### src/rtl/mem_bus_ctrl.sv
// Data-memory controller: valid/ready requests, one-entry posted write buffer with
// read forwarding, and fixed-latency pipelined RAM reads returned as a one-cycle strobe.
module mem_bus_ctrl #(
  parameter int DEPTH_LOG2 = 6,
  parameter int RD_LAT     = 2
) (
  input  logic                  clk,
  input  logic                  reset,
  input  logic                  req_valid,
  input  logic                  req_write,
  input  logic [31:0]           req_addr,
  input  logic [31:0]           req_wdata,
  output logic                  req_ready,
  output logic                  rsp_valid,
  output logic [31:0]           rsp_rdata,
  output logic                  ram_en,
  output logic                  ram_we,
  output logic [DEPTH_LOG2-1:0] ram_addr,
  output logic [31:0]           ram_wdata,
  input  logic [31:0]           ram_rdata
);

  localparam int CW = (RD_LAT > 1) ? $clog2(RD_LAT) : 1;

  typedef enum logic [1:0] {IDLE, RD_ISSUE, RD_WAIT, RESP} state_t;

  state_t                state, state_nxt;
  logic                  wb_valid;
  logic [DEPTH_LOG2-1:0] wb_idx;
  logic [31:0]           wb_data;
  logic [DEPTH_LOG2-1:0] rd_idx;
  logic [DEPTH_LOG2-1:0] req_idx;
  logic [DEPTH_LOG2-1:0] last_addr;
  logic [31:0]           last_wdata;
  logic [CW-1:0]         cnt;
  logic                  accept, drain, issue, hit, rd_done;
  logic                  unused_addr_bits;

  assign req_idx          = req_addr[DEPTH_LOG2+1:2];
  assign unused_addr_bits = ^{req_addr[31:DEPTH_LOG2+2], req_addr[1:0]};

  assign req_ready = (state == IDLE) && !reset;
  assign accept    = req_valid && req_ready;
  assign drain     = wb_valid && (state != RD_ISSUE);
  assign issue     = (state == RD_ISSUE);
  // Forwarding looks at the buffer as it stands this cycle, even if it is draining now.
  assign hit       = wb_valid && (wb_idx == req_idx);
  assign rd_done   = (state == RD_WAIT) && (cnt == '0);

  always_ff @(posedge clk or posedge reset) begin
    if (reset) state <= IDLE;
    else       state <= state_nxt;
  end

  always_comb begin
    state_nxt = state;
    ram_en    = 1'b0;
    ram_we    = 1'b0;
    ram_addr  = last_addr;
    ram_wdata = last_wdata;
    rsp_valid = (state == RESP);

    case (state)
      IDLE:     if (accept && !req_write) state_nxt = hit ? RESP : RD_ISSUE;
      RD_ISSUE: state_nxt = RD_WAIT;
      RD_WAIT:  if (rd_done) state_nxt = RESP;
      RESP:     state_nxt = IDLE;
      default:  state_nxt = IDLE;
    endcase

    if (drain) begin
      ram_en    = 1'b1;
      ram_we    = 1'b1;
      ram_addr  = wb_idx;
      ram_wdata = wb_data;
    end else if (issue) begin
      ram_en   = 1'b1;
      ram_addr = rd_idx;
    end
  end

  always_ff @(posedge clk or posedge reset) begin
    if (reset) begin
      wb_valid   <= 1'b0;
      wb_idx     <= '0;
      wb_data    <= '0;
      rd_idx     <= '0;
      cnt        <= '0;
      rsp_rdata  <= '0;
      last_addr  <= '0;
      last_wdata <= '0;
    end else begin
      if (accept && req_write) begin
        wb_valid <= 1'b1;
        wb_idx   <= req_idx;
        wb_data  <= req_wdata;
      end else if (drain) begin
        wb_valid <= 1'b0;
      end

      if (accept && !req_write) begin
        rd_idx <= req_idx;
        if (hit) rsp_rdata <= wb_data;
      end

      if (issue)
        cnt <= CW'(RD_LAT - 1);
      else if ((state == RD_WAIT) && (cnt != '0))
        cnt <= cnt - 1'b1;

      if (rd_done) rsp_rdata <= ram_rdata;

      // Address/data pins keep their last driven value while the RAM is idle.
      if (ram_en) begin
        last_addr  <= ram_addr;
        last_wdata <= ram_wdata;
      end
    end
  end

endmodule

### config.mk
export PLATFORM = sky130hd
export DESIGN_NAME = mem_bus_ctrl
export DESIGN_NICKNAME = d
export VERILOG_FILES = /design/src/rtl/mem_bus_ctrl.sv
export SDC_FILE = /design/constraint.sdc
export NUM_CORES = 1
export LEC_CHECK = 0
export ABC_AREA = 1
export BUFFER_PORTS_ARGS = -buffer_cell sky130_fd_sc_hd__buf_2
export CORE_ASPECT_RATIO = 2
export CORE_MARGIN = 1.5
export CORE_UTILIZATION = 45
export CTS_CLUSTER_SIZE = 24
export DETAILED_ROUTE_END_ITERATION = 10
export PLACE_DENSITY_LB_ADDON = 0.05
export SKIP_CTS_REPAIR_TIMING = 1
export SYNTH_ARGS = -nofsm -noshare
export SYNTH_HDL_FRONTEND = slang
export SYNTH_SLANG_ARGS = --single-unit
export TNS_END_PERCENT = 100
### constraint.sdc
create_clock -name clk -period 6.6 [get_ports clk]
set_input_delay 0.66 -clock clk [delete_from_list [all_inputs] [get_ports clk]]
set_output_delay 0.66 -clock clk [all_outputs]
set_load 0.01 [all_outputs]
After elaboration in Yosys (flattened, before gate mapping):

Index checks and enable logic that the tools add are counted.

* $add $sub $neg: 1
* equality and inequality tests: 7
* muxes and demuxes: 17
* bitwise logic cells: 1
* reductions and logical operators: 17

Operators with widths (count)
* two-way mux 32 bit: 4
* two-way mux 6 bit: 2
* logical AND 1 bit: 8
* case mux 2 bit (4 select lines): 1
* nonzero test 2 bit: 4
* two-way mux 1 bit: 7
* equality test 6 bit: 1
* two-way mux 2 bit: 3
* equality test 2 bit (second input constant): 2
* inequality test 2 x 1 -> 1 bit (second input constant): 2
* AND reduction 2 bit: 2
* equality test 2 x 1 -> 1 bit (second input constant): 1
* logical NOT 1 bit: 2
* logical NOT 2 bit: 1
* inequality test 2 bit (second input constant): 1
* inverter 1 bit: 1
* subtractor 1 bit (second input constant): 1

* flip-flop bits (word level): 118

Logic depth before layout (Yosys ltp):

Gate-level depths: netlist of the first run.

* depth in word-level cells: 6
* mapped depth: 10
* depth with buffers taken out: 10

Least setup slack after synthesis of the first run:

Ideal clock, no wire load.

* path kind: register to output
* from: reg state[1]
* to: out ram_wdata[0]
* arrival time: 1462 ps
* required time: 5940 ps
* setup slack: 4478 ps
* stages on the path, launching flop included: 8
* cell sequence: dfrtp_1 -> inv_1 -> ha_1 -> buf_2 -> nor2_4 -> inv_2 -> clkbuf_1 -> o21ai_0

* word-level cells in the longest chain between the ends: 3

RTL lines
* from (decl): RTL line 27 `state_t state, state_nxt;`
* from (signal assigned): RTL line 52 `else state <= state_nxt;`
* inequality test 2 x 1 -> 1 bit: RTL line 44 `assign drain = wb_valid && (state != RD_ISSUE);`
* logical AND 1 bit: RTL line 44
* two-way mux 32 bit: RTL line 71 `if (drain) begin`
* to (decl): RTL line 19 `output logic [31:0] ram_wdata,`

No other way between the ends.

Worst setup path in the final report of the first run:

* from: reg state[1]
* to: out ram_wdata[8]

The elaborated chain is that of the path after synthesis.

==> results.json, run 1 <==
{
  "grt_pass1_wl_um": 23260,
  "fin_tns_setup_ns": 0,
  "grt_max_degree": 66,
  "power_density_nw_per_um2": 478.1,
  "yosysWarnings": 0,
  "netlist_instances": 641,
  "cts_root_buffer": "clkbuf_16",
  "finClkSkew_ns": 0.01527,
  "wl_per_cell_um": 15.69,
  "synth_seq_area_share_pct": 53.12,
  "final_common_cell": "nand2_1",
  "final_util_pct": 56.25,
  "clk_latency_ns": 0.41,
  "row_count": 57,
  "ys_ff_latch": 118,
  "worstSetupStartpointType": "flip-flop",
  "cts_tree": "done",
  "syn2layout_area_growth_pct": 22.69,
  "grt_pass1_vias": 4834,
  "die_w_um": 81.59,
  "cts.sink_count": 118,
  "max_slew_margin_pct": 25.83,
  "finalSetupViolCount": 0,
  "fin_crit_sh_pct": 57.85,
  "min_path_type": "in2async",
  "coreArea_um2": 12120,
  "design_area_um2": 6820,
  "rsz0062_at_grt": "no",
  "status": "finished, final reports clean",
  "vias": 4743,
  "drt-total-wl_um": 14670,
  "worst_pin_slew_ns": 1.111,
  "worstPathArrival_ns": 3.16,
  "fmax_mhz": 261.9,
  "pin_count": 174,
  "clkTransAtPathRegs_ns": 0.05,
  "synth_cell_type_count": 25,
  "p_leak_nw": 3.942,
  "drtIter0Drc": 293,
  "drive_above_1_share_pct": 27.83,
  "gp_congestion": 0.7844,
  "end_kind": "output pin",
  "placed_area_um2": 6282,
  "track_usage_pct": 23.53,
  "start_util_pct": 45.85,
  "fin_nets": 881,
  "period_minus_slack_ns": 3.818,
  "syn-cell-area_um2": 5559,
  "fillers": 1182,
  "ir_worst_vdd_uv": 219.5,
  "die_y_um": 160.2,
  "drtAntennaViolNets": 0,
  "vias_per_cell": 5.073,
  "avgSynthCellArea_um2": 8.673,
  "timing.max_cap.violations": 0,
  "die_area_um2": 13070,
  "cts-htree-levels": 4,
  "io_buffers": 147,
  "synth_fp_nets": 746,
  "numCtsBuffers": 17,
  "r2r_cells": 9,
  "gr-total-overflow": 0,
  "finalHoldViolations": 0,
  "clockBufferDepth": 2,
  "worstPathRequired_ns": 5.94,
  "dr.pass1.iters": 4,
  "drcViolationCount": 0,
  "final_cell_mix": "263 x nand2_1, 147 x buf_2, 118 x dfrtp_1, 66 x nand3_1, 43 x o21ai_0",
  "antenna_found_initial": 1,
  "path_max_fanout": 64,
  "drv_slew": 0,
  "hpwl_um": 9428,
  "path_class": "reg2out"
}
-- report_power, final --
| group | switching (W) | internal (W) | leakage [nW] |
|---|---|---|---|
| combinational | 0.000735 | 0.000485 | 2.19 |
| sequential | 0.000170 | 0.00105 | 1.49 |
| clock | 0.000314 | 0.000512 | 0.260 |
| total | 0.00122 | 0.00204 | 3.94 |
-- layer usage --
layer	up-vias	part of all wire (%)	track usage, %
li1	2323	-	-
met1	2278	40	25.79
met2	131	54	42.41
met3	11	5.2	7.029
met4	0	1.1	6.703
met5	-	0	0
-- through the flow --
stage / setup WS [ns] / cells / total power, W / hold WS (ns)
global route: 2.564 / 935 / 0.003509 / 0.4722
finish: 2.782 / 935 / 0.003261 / 0.4410
detailed placement: 3.172 / 904 / 0.002456 / 0.4532
CTS: 2.722 / 934 / 0.003295 / 0.4662
global placement: 3.191 / 904 / 0.002414 / 0.4481
floorplan: 2.811 / 641 / 0.002033 / 0.4367
-- kinds of logic (layout without fill, tap and decap cells) --
group	Yosys count	count (layout)	synth area share [%]
and+or+nand+nor	353	353	26.51
DFF	118	118	53.12
AOI/OAI and AO/OA	73	73	7.360
buffers and inverters	70	216	6.347
muxes	22	22	5.537
adders and majority gates	5	5	1.125
other	0	1	0
-- area by class of cell --
| class | instances | area [um^2] | share of cell area (%) |
|---|---|---|---|
| Antenna cell | 1 | 2.502 | 0.03669 |
| Clock buffer | 22 | 484.2 | 7.100 |
| Clock inverter | 8 | 51.30 | 0.7522 |
| Inverter | 37 | 141.4 | 2.073 |
| Multi-Input combinational cell | 453 | 2253 | 33.04 |
| Sequential cell | 118 | 2953 | 43.29 |
| Tap cell | 147 | 183.9 | 2.697 |
| Timing Repair Buffer | 149 | 750.7 | 11.01 |
-- critical path, stage by stage (launching register included) --
cell and delay (ns):
dfrtp_1 0.38, inv_1 0.10, ha_1 0.36, nor2_4 0.65, inv_2 0.65, o21ai_0 0.41, buf_2 0.19
-- cell usage after synthesis --
cell type / count / area, um^2
o21ai_1: 5 / 25.02
mux2_2: 6 / 67.56
nand2_1: 263 / 987.2
nor2_1: 15 / 56.30
a21oi_1: 12 / 60.06
buf_4: 2 / 15.01
nor2_2: 2 / 12.51
nand3b_4: 1 / 20.02
ha_1: 5 / 62.56
clkbuf_1: 6 / 22.52
inv_1: 29 / 108.9
buf_2: 12 / 60.06
nand3_2: 1 / 10.01
nand3_4: 1 / 17.52
buf_1: 4 / 15.01
buf_6: 9 / 101.4
o21bai_4: 1 / 18.77
nand2_2: 1 / 6.260
dfrtp_1: 118 / 2953
mux2_4: 16 / 240.2
nor2_4: 3 / 33.78
o211ai_1: 12 / 90.09
o21ai_0: 43 / 215.2
nand3_1: 66 / 330.3
inv_2: 8 / 30.03
-- registers in the layout, summed over array words and instances (netlist names) --
| signal | flops |
|---|---|
| wb_valid | 1 |
| last_addr | 6 |
| wb_data | 32 |
| last_wdata | 32 |
| wb_idx | 6 |
| state | 2 |
| rd_idx | 6 |
| cnt | 1 |
| rsp_rdata | 32 |
-- path summary, 6_finish.rpt --
check | startpoint | to | slack, ns
min in group clk | last_wdata[22] | last_wdata[22] | 0.46
max in group asynchronous | reset | rsp_rdata[26] | 4.92
max reg2reg | state[0] | rsp_rdata[20] | 3.35
min | reset | wb_data[27] | 0.44
min reg2reg | last_wdata[22] | last_wdata[22] | 0.46
max | state[1] | ram_wdata[8] | 2.78
No activity file was read; power rests on OpenSTA's default activity.
==> run 2, diff against run 1 <==
Clock period 6.6 ns to 4 ns, I/O delays scaled along.
==> results.json, run 2 (synthesis gave the netlist of run 1 again) <==
{
  "finalSetupViolCount": 0,
  "multiInputGateArea_um2": 2253,
  "syn2layout_area_growth_pct": 24.67,
  "die_area_um2": 13070,
  "gp_congestion": 0.7969,
  "drtIter0Drc": 269,
  "worstSetupStartpointType": "flip-flop",
  "finalHoldViolations": 0,
  "period_minus_slack_ns": 3.062,
  "final_common_cell": "nand2_1",
  "reg_top3": "last_wdata x32, rsp_rdata x32, wb_data x32",
  "die_y_um": 160.2,
  "worst_pin_slew_ns": 0.8998,
  "rsz0062_at_grt": "no",
  "antenna_found_initial": 1,
  "timing.max_cap.violations": 0,
  "start_util_pct": 45.85,
  "comb_power_share_pct": 36.6,
  "end_kind": "output pin",
  "ir_worst_vdd_uv": 517.0,
  "power.internal_w": 0.003529,
  "finClkSkew_ns": 0.007652,
  "wl_per_cell_um": 15.51,
  "fillers": 1144,
  "drcViolationCount": 0,
  "clockBufferDepth": 2,
  "vias": 4844,
  "cts_tree": "done",
  "fin_crit_sh_pct": 76.55,
  "cts.sink_count": 118,
  "path_class": "reg2out",
  "grt_pass1_vias": 4739,
  "power_frac_seq_pct": 35.8,
  "status": "finished, final reports clean",
  "switching_share_pct": 36.66,
  "io_buffers": 147,
  "dp.cells": 910,
  "worstPathRequired_ns": 3.60,
  "path_max_fanout": 36,
  "clk_latency_ns": 0.41,
  "pin_count": 174,
  "fin_tns_setup_ns": 0,
  "track_usage_pct": 23.54,
  "row_count": 57,
  "power.net_switching_w": 0.002042,
  "drtAntennaViolNets": 0,
  "vias_per_cell": 5.137,
  "coreArea_um2": 12120,
  "seqCellArea_um2": 2953,
  "cts_root_buffer": "clkbuf_16",
  "drive_above_1_share_pct": 28.43,
  "fin_nets": 887,
  "hpwl_um": 9582,
  "drt-total-wl_um": 14620,
  "clkTransAtPathRegs_ns": 0.05,
  "worstPathArrival_ns": 2.66,
  "final_cell_mix": "263 x nand2_1, 147 x buf_2, 118 x dfrtp_1, 66 x nand3_1, 43 x o21ai_0",
  "p_leak_nw": 3.985,
  "grt_pass1_wl_um": 23230,
  "min_path_type": "in2async",
  "power_density_nw_per_um2": 803.9,
  "dr.pass1.iters": 5,
  "drv_slew": 0,
  "gr-total-overflow": 0,
  "die_w_um": 81.59,
  "clockPowerShare_pct": 27.6,
  "final_cell_count_no_fill": 943,
  "fmax_mhz": 326.6,
  "max_slew_margin_pct": 39.86,
  "cts-htree-levels": 4,
  "numCtsBuffers": 17,
  "grt_max_degree": 70
}
==> run 2: power groups by stage <==
stage / registers [W] / clock network (W) / logic [W]
6_report: 0.00200 / 0.00154 / 0.00204
5_1_grt: 0.00206 / 0.00161 / 0.00231
4_1_cts: 0.00200 / 0.00156 / 0.00207
3_5_place_dp: 0.00202 / 0 / 0.00205
3_3_place_gp: 0.00199 / 0 / 0.00201
2_1_floorplan: 0.00201 / 0 / 0.00134
==> run 2: critical path, cell delays in order (launching register included) <==
cell and delay (ns):
dfrtp_1 0.40, inv_1 0.12, ha_1 0.47, nor2_4 0.08, inv_2 0.43, buf_4 0.39, nand2_1 0.12, nand2_1 0.09
buf_2 0.14
==> run 2: area by class of cell <==
cell class / instances / area share, %
Antenna cell: 1 / 0.03611
Clock buffer: 20 / 6.445
Clock inverter: 12 / 2.221
Inverter: 37 / 2.040
Multi-Input combinational cell: 453 / 32.51
Sequential cell: 118 / 42.61
Tap cell: 147 / 2.654
Timing Repair Buffer: 155 / 11.48
==> run 2: stage by stage <==
stage	worst slack (ns)	hold slack (ns)	total power [W]	utilization [%]	instance area, um^2
detailed placement	1.342	0.4534	0.004068	52.19	6327
global route	0.6985	0.2150	0.005973	57.16	6930
floorplan	0.4709	0.4367	0.003355	-	5559
global placement	1.358	0.4484	0.003999	52.19	6327
CTS	0.8847	0.2037	0.005625	57.14	6928
finish	0.9380	0.1872	0.005571	57.16	6930
==> run 2: final timing paths <==
kind                           startpoint        endpoint  slack [ns]  cells past startpoint
min in group clk            req_wdata[11]     wb_data[11]        0.22                      2
hold / removal                      reset  last_wdata[31]        0.19                      2
hold reg to reg            last_wdata[18]  last_wdata[18]        0.47                      2
setup / recovery                 state[1]   ram_wdata[15]        0.94                      8
setup reg to reg                 state[0]   rsp_rdata[12]        1.66                      9
max in group asynchronous           reset    last_addr[3]        2.90                      3
==> run 2: routing by layer <==
metal | up-vias | track usage [%] | wire [um]
met3 | 13 | 5.257 | 753
met4 | 0 | 7.627 | 197
met2 | 152 | 40.72 | 7763
met5 | - | 0 | 0
met1 | 2330 | 28.22 | 5907
li1 | 2349 | - | -
